===== src/rtl/minmax_tracker.sv =====
// ============================================================================
// minmax_tracker
// Streaming per-frame unsigned min/max tracker with all-equal flag.
// Optional first-occurrence index outputs under macro MINMAX_INDEX_EN.
// Revision: 1.0
// ============================================================================
`default_nettype none

module minmax_tracker #(
  parameter int WIDTH     = 8,
  parameter int FRAME_LEN = 16,
  parameter int IDX_W     = $clog2(FRAME_LEN)
) (
  input  logic             clk,
  input  logic             rst,
  input  logic             in_valid,
  output logic             in_ready,
  input  logic [WIDTH-1:0] in_data,
  output logic             out_valid,
  input  logic             out_ready,
  output logic [WIDTH-1:0] out_max,
  output logic [WIDTH-1:0] out_min,
`ifdef MINMAX_INDEX_EN
  output logic [IDX_W-1:0] out_max_idx,
  output logic [IDX_W-1:0] out_min_idx,
`endif
  output logic             out_all_eq
);

  localparam int CNT_W = IDX_W + 1;
  localparam logic [CNT_W-1:0] LAST_CNT = CNT_W'(FRAME_LEN - 1);

  typedef enum logic [1:0] {
    S_FIRST = 2'd0,
    S_ACCUM = 2'd1,
    S_HOLD  = 2'd2
  } state_t;

  state_t             r_state;
  state_t             w_state_nxt;
  logic [CNT_W-1:0]   r_cnt;
  logic [WIDTH-1:0]   r_max;
  logic [WIDTH-1:0]   r_min;
  logic               r_all_eq;

  logic               w_accept;
  logic               w_gt_max;
  logic               w_lt_min;
  logic               w_ne_max;
  logic               w_last;

  // in_ready is forced low during reset, independent of the state register.
  assign in_ready  = !rst && (r_state != S_HOLD);
  assign w_accept  = in_valid && in_ready;
  assign w_gt_max  = in_data > r_max;
  assign w_lt_min  = in_data < r_min;
  assign w_ne_max  = in_data != r_max;
  assign w_last    = (r_cnt == LAST_CNT);

  always_ff @(posedge clk or posedge rst) begin
    if (rst) begin
      r_state <= S_FIRST;
    end else begin
      r_state <= w_state_nxt;
    end
  end

  always_comb begin
    w_state_nxt = r_state;
    case (r_state)
      S_FIRST: begin
        if (w_accept) begin
          w_state_nxt = S_ACCUM;
        end
      end
      S_ACCUM: begin
        if (w_accept && w_last) begin
          w_state_nxt = S_HOLD;
        end
      end
      S_HOLD: begin
        if (out_ready) begin
          w_state_nxt = S_FIRST;
        end
      end
      default: w_state_nxt = S_FIRST;
    endcase
  end

  always_ff @(posedge clk or posedge rst) begin
    if (rst) begin
      r_cnt    <= '0;
      r_max    <= '0;
      r_min    <= '0;
      r_all_eq <= 1'b0;
    end else begin
      if (w_accept && (r_state == S_FIRST)) begin
        r_cnt    <= CNT_W'(1);
        r_max    <= in_data;
        r_min    <= in_data;
        r_all_eq <= 1'b1;
      end else if (w_accept && (r_state == S_ACCUM)) begin
        r_cnt <= r_cnt + CNT_W'(1);
        // Ties fall through so the first occurrence is kept.
        if (w_gt_max) begin
          r_max <= in_data;
        end
        if (w_lt_min) begin
          r_min <= in_data;
        end
        if (w_ne_max) begin
          r_all_eq <= 1'b0;
        end
      end else if ((r_state == S_HOLD) && out_ready) begin
        r_cnt <= '0;
      end
    end
  end

`ifdef MINMAX_INDEX_EN
  logic [IDX_W-1:0] r_max_idx;
  logic [IDX_W-1:0] r_min_idx;

  always_ff @(posedge clk or posedge rst) begin
    if (rst) begin
      r_max_idx <= '0;
      r_min_idx <= '0;
    end else begin
      if (w_accept && (r_state == S_FIRST)) begin
        r_max_idx <= '0;
        r_min_idx <= '0;
      end else if (w_accept && (r_state == S_ACCUM)) begin
        if (w_gt_max) begin
          r_max_idx <= r_cnt[IDX_W-1:0];
        end
        if (w_lt_min) begin
          r_min_idx <= r_cnt[IDX_W-1:0];
        end
      end
    end
  end

  assign out_max_idx = r_max_idx;
  assign out_min_idx = r_min_idx;
`endif

  assign out_valid  = (r_state == S_HOLD);
  assign out_max    = r_max;
  assign out_min    = r_min;
  assign out_all_eq = r_all_eq;

endmodule

`default_nettype wire


===== config.mk =====
export PLATFORM = sky130hd
export DESIGN_NAME = minmax_tracker
export DESIGN_NICKNAME = d
export VERILOG_FILES = /design/src/rtl/minmax_tracker.sv
export SDC_FILE = /design/constraint.sdc
export NUM_CORES = 1
export LEC_CHECK = 0
export CORE_MARGIN = 2
export CORE_UTILIZATION = 43
export CTS_CLUSTER_SIZE = 12
export DETAILED_ROUTE_END_ITERATION = 12
export GPL_TIMING_DRIVEN = 0
export PLACE_DENSITY_LB_ADDON = 0.25
export SYNTH_ARGS = -nofsm -noshare
export SYNTH_HDL_FRONTEND = slang
export SYNTH_SLANG_ARGS = --single-unit

===== constraint.sdc =====
create_clock -name clk -period 2.05 [get_ports clk]
set_input_delay 0.615 -clock clk [delete_from_list [all_inputs] [get_ports clk]]
set_output_delay 0.615 -clock clk [all_outputs]
set_load 0.02 [all_outputs]

==> qor.yml <==
cts:
  cts_hold_buf: 0
  clk_pin_slew_ns: 0.09
  cts_buffers: 3
  htree_levels: 1
  clock_latency_ns: 0.28
  cts_sinks: 24
  clockRootBuffer: "clkbuf_8"
  cts_max_path_buffers: 2
  cts_tree: "yes"
logic_synthesis:
  synth.area.top_cells: "dfrtp_1, ha_1, nand2_1"
  yosysMostFrequentCell: "nand2_1"
  yosys_warnings: 0
  synth_nets: 210
  syn_inst: 181
  synth_top_cell_by_area: "dfrtp_1"
  yosysUniqueCellTypes: 30
  synthArstFlopShare: 1.00
  synth-seq-area-share: 0.365
  ys_seq_elements: 24
  synth_common_cells: "nand2_1, dfrtp_1, inv_1, ha_1"
  postSynthAreaPerCell_um2: 9.09
  netlist.area_leader.share: 0.365
  synth_flop_cell: "dfrtp_1"
  synth_area_mm2: 0.00165
  synth-edff-count: 0
grt:
  grtUsageMet2: 0.278
  grt_pass1_wl_um: 6250
  grt_overflow: 0
  use_met3: 0.0443
  antenna_found_initial: 0
  first_global_vias: 1286
  globalRouteTotalUtil: 0.190
  grt_max_degree: 26
  use_met1: 0.274
  top_usage_layer: "met2"
drt:
  ant_nets: 0
  first_iter_violations: 132
  wl_per_cell_um: 14.9
  via_per_inst: 5.54
  num_vias: 1485
  drt_pass1_iterations: 4
  drt-total-wl_um: 3990
  drc: 0
die:
  die_area_mm2: 0.00434
  die_width_um: 65.9
  core_area_mm2: 0.00366
  start_util: 0.449
  pin_count: 31
  die_h_um: 65.9
  num_rows: 22
power:
  seqPwrFrac: 0.344
  intPower_uw: 1290
  p_sw_frac: 0.353
  finalPower_uw: 2000
  combPwrFrac: 0.438
  leakagePower_uw: 0.00104
  power_switching_uw: 704
  peakVddDrop_mv: 0.618
  p_per_area_mw_per_mm2: 910
  p_clk_frac: 0.218
outcome:
  status: "finished clean"
timing:
  clock.fmax_ghz: 0.503
  finalSetupTns_ns: 0
  fin_skew_ns: 0.00280
  worst_slew_pin_slew_ns: 0.950
  final.min_clock_period_ns: 1.99
  slew_headroom: 0.366
  finalSetupViolCount: 0
  slew_viol_final: 0
  rsz0062_at_grt: "false"
  finalHoldViolations: 0
  fin_crit_sh: 0.969
worst_setup_path:
  cp-end-kind: "register"
  path_max_fanout: 6
  cp.arrival_ns: 2.16
  cp.required_ns: 2.22
  critPathKind: "in -> reg"
  startpoint_type: "input pin"
placement:
  placed_cell_area_mm2: 0.00201
  hpwl_um: 2620
  gp_congestion: 0.867
  port_buffers: 30
final_layout:
  drive_gt1_frac: 0.227
  syn2layout_area_growth_pct: 33.3
  diodes: 0
  fin_area_mm2: 0.00219
  nNetsFinal: 250
job:
  max_cap_viol_count: 0
hold_path:
  holdCritPathClass: "reg -> reg"
-- power by group through the flow --
stage                     sequential (µW)  clock (µW)  combinational, µW
after floorplan                       791           0                414
after global placement                694           0                798
after detailed placement              694           0                811
after CTS                             687         442                865
after global routing                  706         459                968
final                                 688         435                874
-- cell families after synthesis --
group | count (synthesis) | synth area share
AOI/OAI and AO/OA | 52 | 0.227
adders and majority gates | 17 | 0.129
buffers and inverters | 29 | 0.0715
DFF | 24 | 0.365
muxes | 8 | 0.0548
and+or+nand+nor | 51 | 0.153
-- registers in the layout (all words and copies together) (netlist names) --
| register | cells |
|---|---|
| r_cnt | 5 |
| r_state | 2 |
| out_all_eq | 1 |
| out_min | 8 |
| out_max | 8 |
-- stage by stage --
stage	std cells	hold WS (ns)	utilization	setup WS, ns
floorplan	181	0.465	-	0.0553
global placement	259	0.504	0.548	-0.937
detailed placement	259	0.504	0.548	-0.913
CTS	264	0.514	0.578	-0.0584
global route	268	0.559	0.599	0.00121
finish	268	0.520	0.599	0.0633
-- path summary, 6_finish.rpt --
check,startpoint,to,slack (ns),depth (start not counted)
max,in_data[7],out_min[3]$_DFFE_PP0P_,0.06,8
min,r_cnt[2]$_DFFE_PP0P_,r_cnt[2]$_DFFE_PP0P_,0.52,1
max reg2reg,r_state[1]$_DFFE_PP0P_,out_min[3]$_DFFE_PP0P_,0.18,6
min reg2reg,r_cnt[2]$_DFFE_PP0P_,r_cnt[2]$_DFFE_PP0P_,0.52,1
max in group asynchronous,rst,r_state[1]$_DFFE_PP0P_,0.81,2
min in group asynchronous,rst,r_state[1]$_DFFE_PP0P_,0.61,2
-- critical path, stage by stage --
cell and delay [ns]:
clkdlybuf4s15_2 0.26, ha_1 0.33, nand2_2 0.10, a21oi_1 0.07, a211oi_4 0.26, o31ai_4 0.12
buf_6 0.14, mux2_2 0.26
-- layout by cell type, fill, tap and decap left out, types with 2 or more instances in the layout --
cell type,n
a31oi_1,9
ha_4,5
buf_4,6
a21oi_1,9
mux2_2,8
o211ai_1,9
dlygate4sd2_1,3
a21oi_2,2
inv_1,20
nor3b_1,2
o2bb2ai_1,7
clkdlybuf4s50_1,18
nand3_1,11
o21ai_0,5
nand2_1,24
ha_1,12
o22ai_1,3
buf_2,5
clkbuf_8,3
nand4_1,3
dfrtp_1,23
clkbuf_2,5
a22o_1,2
buf_6,4
nor2b_1,2
-- final cells by class --
class	instances	area [µm²]
fillers	327	1470
multi-input cells	128	1020
flip-flops and latches	24	602
repair buffers	37	318
inverters	20	75.1
well taps	48	60.1
plain buffers	7	51.3
clock buffers	3	41.3
clock inverters	1	30.0
-- metal layers --
layer | vias to the layer above | wire, µm
met5 | - | 0
met4 | 0 | 61
met3 | 7 | 164
met2 | 39 | 1950
met1 | 707 | 1810
li1 | 732 | -
-- timing repair --
action,CTS,global route
setup endpoints to repair,20,18
gates resized for setup,32,25
setup buffers,3,4
pin swaps,5,7
No activity file was read; power rests on OpenSTA's default activity.
